## config.mk

```make
export PLATFORM = sky130hd
export DESIGN_NAME = lab_demux_router
export DESIGN_NICKNAME = d
export VERILOG_FILES = /design/src/rtl/lab_pkg.sv /design/src/rtl/lab_fifo.sv /design/src/rtl/lab_demux_router.sv
export SDC_FILE = /design/constraint.sdc
export NUM_CORES = 1
export LEC_CHECK = 0
export ABC_AREA = 1
export ABC_CLOCK_PERIOD_IN_PS = 1900
export CORE_MARGIN = 8
export CORE_UTILIZATION = 40
export DETAILED_ROUTE_END_ITERATION = 6
export PLACE_DENSITY_LB_ADDON = 0.15
export SYNTH_ARGS = -nofsm -noshare
export SYNTH_HDL_FRONTEND = slang
export SYNTH_HIERARCHICAL = 1
export SYNTH_SLANG_ARGS = --single-unit
```

## constraint.sdc

```tcl
create_clock -name clk -period 1.9 [get_ports clk]
set_input_delay 0.285 -clock clk [delete_from_list [all_inputs] [get_ports clk]]
set_output_delay 0.285 -clock clk [all_outputs]
set_load 0.005 [all_outputs]
```

## src/rtl/lab_pkg.sv

```systemverilog
// Shared definitions for the lab's stream blocks: route select encodings and
// a constant-function log2 used to size FIFO pointers.
package lab_pkg;

    localparam logic SEL_A = 1'b0;
    localparam logic SEL_B = 1'b1;

    // Ceiling log2 for elaboration-time sizing; returns 0 for values <= 1.
    function automatic int clog2(input int value);
        int result;
        result = 0;
        while ((1 << result) < value) begin
            result = result + 1;
        end
        return result;
    endfunction

endpackage

```

## src/rtl/lab_fifo.sv

```systemverilog
// Small synchronous FIFO with one extra pointer bit so that full and empty
// can be told apart from the pointer MSBs alone.
module lab_fifo
    import lab_pkg::*;
#(
    parameter int WIDTH = 8,
    parameter int DEPTH = 2
) (
    input  logic             clk,
    input  logic             reset,
    input  logic             push,
    input  logic [WIDTH-1:0] push_data,
    input  logic             pop,
    output logic [WIDTH-1:0] pop_data,
    output logic             full,
    output logic             empty
);

    localparam int AW = clog2(DEPTH);
    localparam int PW = AW + 1;

    logic [PW-1:0]    wrPtr_q, wrPtr_d;
    logic [PW-1:0]    rdPtr_q, rdPtr_d;
    logic [WIDTH-1:0] mem_q [DEPTH];
    logic             doPush, doPop;

    assign empty = (wrPtr_q == rdPtr_q);
    assign full  = (wrPtr_q[AW] != rdPtr_q[AW]) && (wrPtr_q[AW-1:0] == rdPtr_q[AW-1:0]);

    assign doPush = push && !full;
    assign doPop  = pop && !empty;

    // Forcing the head to zero when empty keeps the output clean after reset.
    assign pop_data = empty ? '0 : mem_q[rdPtr_q[AW-1:0]];

    always_comb begin
        wrPtr_d = wrPtr_q + PW'(doPush);
        rdPtr_d = rdPtr_q + PW'(doPop);
    end

    always_ff @(posedge clk) begin
        if (reset) begin
            wrPtr_q <= '0;
            rdPtr_q <= '0;
        end else begin
            wrPtr_q <= wrPtr_d;
            rdPtr_q <= rdPtr_d;
        end
    end

    always_ff @(posedge clk) begin
        if (doPush) begin
            mem_q[wrPtr_q[AW-1:0]] <= push_data;
        end
    end

endmodule

```

## src/rtl/lab_demux_router.sv

```systemverilog
// Registered 1:2 stream demultiplexer: each accepted beat is queued in the
// FIFO of the output chosen by in_sel; per-output counters track pops.
module lab_demux_router
    import lab_pkg::*;
#(
    parameter int WIDTH = 8,
    parameter int DEPTH = 2,
    parameter int CNT_W = 8
) (
    input  logic             clk,
    input  logic             reset,
    input  logic             in_valid,
    output logic             in_ready,
    input  logic [WIDTH-1:0] in_data,
    input  logic             in_sel,
    output logic             a_valid,
    input  logic             a_ready,
    output logic [WIDTH-1:0] a_data,
    output logic             b_valid,
    input  logic             b_ready,
    output logic [WIDTH-1:0] b_data,
    output logic [CNT_W-1:0] a_count,
    output logic [CNT_W-1:0] b_count
);

    logic             aFull, aEmpty, bFull, bEmpty;
    logic             pushA, pushB, popA, popB;
    logic [CNT_W-1:0] aCount_q, aCount_d;
    logic [CNT_W-1:0] bCount_q, bCount_d;

    // Ready looks only at the selected FIFO's registered full flag, never at
    // the consumer readies, so a same-cycle pop cannot make room.
    assign in_ready = (in_sel == SEL_B) ? !bFull : !aFull;

    assign pushA = in_valid && in_ready && (in_sel == SEL_A);
    assign pushB = in_valid && in_ready && (in_sel == SEL_B);

    assign a_valid = !aEmpty;
    assign b_valid = !bEmpty;
    assign popA    = a_valid && a_ready;
    assign popB    = b_valid && b_ready;

    lab_fifo #(
        .WIDTH(WIDTH),
        .DEPTH(DEPTH)
    ) fifoA (
        .clk      (clk),
        .reset    (reset),
        .push     (pushA),
        .push_data(in_data),
        .pop      (popA),
        .pop_data (a_data),
        .full     (aFull),
        .empty    (aEmpty)
    );

    lab_fifo #(
        .WIDTH(WIDTH),
        .DEPTH(DEPTH)
    ) fifoB (
        .clk      (clk),
        .reset    (reset),
        .push     (pushB),
        .push_data(in_data),
        .pop      (popB),
        .pop_data (b_data),
        .full     (bFull),
        .empty    (bEmpty)
    );

    always_comb begin
        aCount_d = aCount_q + CNT_W'(popA);
        bCount_d = bCount_q + CNT_W'(popB);
    end

    always_ff @(posedge clk) begin
        if (reset) begin
            aCount_q <= '0;
            bCount_q <= '0;
        end else begin
            aCount_q <= aCount_d;
            bCount_q <= bCount_d;
        end
    end

    assign a_count = aCount_q;
    assign b_count = bCount_q;

endmodule

```

==> results.yml <==
grt:
  grt_pass1_wl_um: 8600
  track_usage_pct: 10.8
  overflow: 0
  grt_pass1_vias: 2011
  grt_max_degree: 19
  antenna_found_initial: 0
clocking:
  clock_latency_ns: 0.30
  postCtsResizedCells: 31
  cts_root_buf: "clkbuf_8"
  cts.htree.levels: 2
  clk_path_buf_depth: 2
  cts_setup_buffers: 0
  cts_tree: "built"
  cts_buffers: 5
  cts_sinks: 56
  cts_hold_buf: 0
  clk_pin_slew_ns: 0.10
floorplan:
  initial_utilization_pct: 40.9
  dieHeight_um: 98.6
  num_rows: 30
  pin_count: 49
  fp.coreArea_um2: 6680
  dieArea_um2: 9720
  die_x_um: 98.6
power:
  comb_power_share_pct: 14.8
  p_sw_share_pct: 23.4
  ir_worst_vdd_mv: 0.319
  seqPwrFrac_pct: 54.1
  p_leak_nw: 1.57
  clockPowerShare_pct: 31.0
  switching_power_mw: 0.582
  powerDensity_nw_per_um2: 712
  p_int_mw: 1.90
drt:
  drt-pass1-iter-count: 4
  met1_length_um: 2120
  dr.first_iter.drc_count: 82
  postRouteWirelength_um: 4930
  post-route-drc-count: 0
  routedWlPerCell_um: 11.0
  avgViaCountPerCell: 4.41
  wl_met3_um: 337
  wl_met2_um: 2420
  vias: 1974
  top_layer_used: "met4"
  antenna_left: 0
timing:
  fin_crit_sh_pct: 94.1
  slew_violations: 0
  finalHoldViolations: 0
  post-route-min-period_ns: 1.79
  fin_skew_ns: 0.00919
  worstMarginPinSlew_ns: 0.230
  whs_ns: 0.519
  setup_viol: 0
  timing.fmax_mhz: 560
  finalWorstSetupSlack_ns: 0.113
  slew_headroom_pct: 84.7
synthesis:
  ys_ff_latch: 56
  synth_flop_cell: "edfxtp_1"
  syn_area_per_cell_um2: 8.95
  netlist_area_um2: 2730
  ys.warnings.count: 6
  synth-edff-count: 32
  yosys.area.top_type: "edfxtp_1"
  yosysMostFrequentCell: "nor2_1"
  async_reset_ff_share_pct: 0
  synth_seq_area_share_pct: 52.8
  synth.distinct_cells: 29
  synth_common_cells: "nor2_1, inv_1, nand2_1, edfxtp_1, dfxtp_1"
  synth_top_area_share_pct: 35.2
  synthCells: 305
  netlist_top_cells_area: "edfxtp_1, dfxtp_1, nor2_1"
  syn-num-nets: 329
place:
  io_buffers: 48
  dpl_worst_slack_ns: 0.0378
  hpwlAfterDp_um: 3800
  gp_congestion: 0.752
cells_and_area:
  drive_above_1_share_pct: 19.3
  area_growth_pct: 27.7
  fillCellCount: 650
  fin_nets: 391
  n_antenna_cell: 0
  final_util_pct: 52.2
critical_path:
  arrival_ns: 1.50
  critical_path_peak_fanout: 4
  critical_path_class: "register to primary output"
  cp.required_ns: 1.62
  start_kind: "register"
  critPathCaptureType: "primary output"
run:
  drv_cap: 0
min_path:
  hp-class: "register to register"
status:
  status: "complete, no violations"
[kinds of logic (layout without fill, tap and decap cells)]
group                      Yosys count  after routing  synth area share (%)
AOI/OAI and AO/OA                   30             30                  8.34
xor gates and xnor gates             4              4                  1.28
adders and majority gates           10             10                  4.58
buffers and inverters               70            133                  11.5
DFF                                 56             56                  52.8
muxes                                1              1                 0.367
and+or+nand+nor                    134            134                  21.1
[metrics by stage]
stage	setup TNS, ns	area (um^2)	cells	total power, mW
after detailed placement	0	3350	440	1.76
after global placement	0	3350	440	1.76
final	0	3490	448	2.48
after floorplan	0	2730	305	1.59
after CTS	0	3480	448	2.52
after global routing	-0.00348	3490	448	2.60
[final timing paths]
path	start	endpoint	slack [ns]	cells past startpoint
worst max-delay path	fifoA/rdPtr_q[0]	a_valid	0.11	6
worst min-delay path	b_count[7]	b_count[7]	0.52	2
worst max register to register	fifoA/rdPtr_q[0]	a_count[6]	0.21	13
worst min register to register	b_count[7]	b_count[7]	0.52	2
[cells in the final DEF (no fill, tap or decap)]
cell type,count
inv_1,56
nor3_1,2
buf_6,6
nand3b_1,1
nand3_2,1
nor3b_1,1
dfxtp_2,7
xnor2_1,4
nor2_2,5
nand2_1,44
edfxtp_1,32
buf_12,1
a21oi_1,6
buf_4,7
o21a_1,1
bufinv_16,1
dfxtp_4,1
o21ai_0,2
dfxtp_1,16
a21oi_2,20
clkdlybuf4s50_1,31
clkinv_2,1
clkinv_1,1
nand2_4,3
o21ai_1,1
nor2_4,1
inv_2,5
nand3_1,5
nand2_2,5
clkinv_4,2
ha_1,10
mux2i_1,1
nor2_1,66
clkbuf_8,5
dlygate4sd2_1,17
[layer usage]
metal  vias up  global-route usage [%]
li1       1057                       -
met1       875                    11.0
met2        36                    19.7
met3         6                    4.37
met4         0                    3.19
met5         -                       0
[registers in the layout (all words and copies together), names as in the netlist]
signal         cells
fifoB/rdPtr_q      2
fifoA/rdPtr_q      2
fifoA/wrPtr_q      2
b_count            8
fifoA/mem_q       16
fifoB/wrPtr_q      2
a_count            8
fifoB/mem_q       16
[critical path: stages, from the launching register on]
cell	delay (ns)
dfxtp_2	0.38
nand2_1	0.09
nand2_4	0.08
inv_1	0.06
nor2_2	0.10
inv_1	0.05
clkdlybuf4s50_1	0.44
[power groups by stage]
stage          Clock, mW  Sequential [mW]  Combinational (mW)
3_5_place_dp           0             1.37               0.392
6_report           0.771             1.34               0.369
4_1_cts            0.803             1.35               0.376
2_1_floorplan          0             1.37               0.222
3_3_place_gp           0             1.37               0.389
5_1_grt            0.839             1.35               0.416
[final cells by class]
class                   count  area, um^2  share of cell area (%)
well taps                  80         100                    2.87
inverters                  63         238                    6.82
multi-input cells         179         978                    28.1
flip-flops and latches     56        1450                    41.7
repair buffers             62         599                    17.2
clock buffers               5        68.8                    1.97
clock inverters             3        47.5                    1.36
No activity file was read; power rests on OpenSTA's default activity.
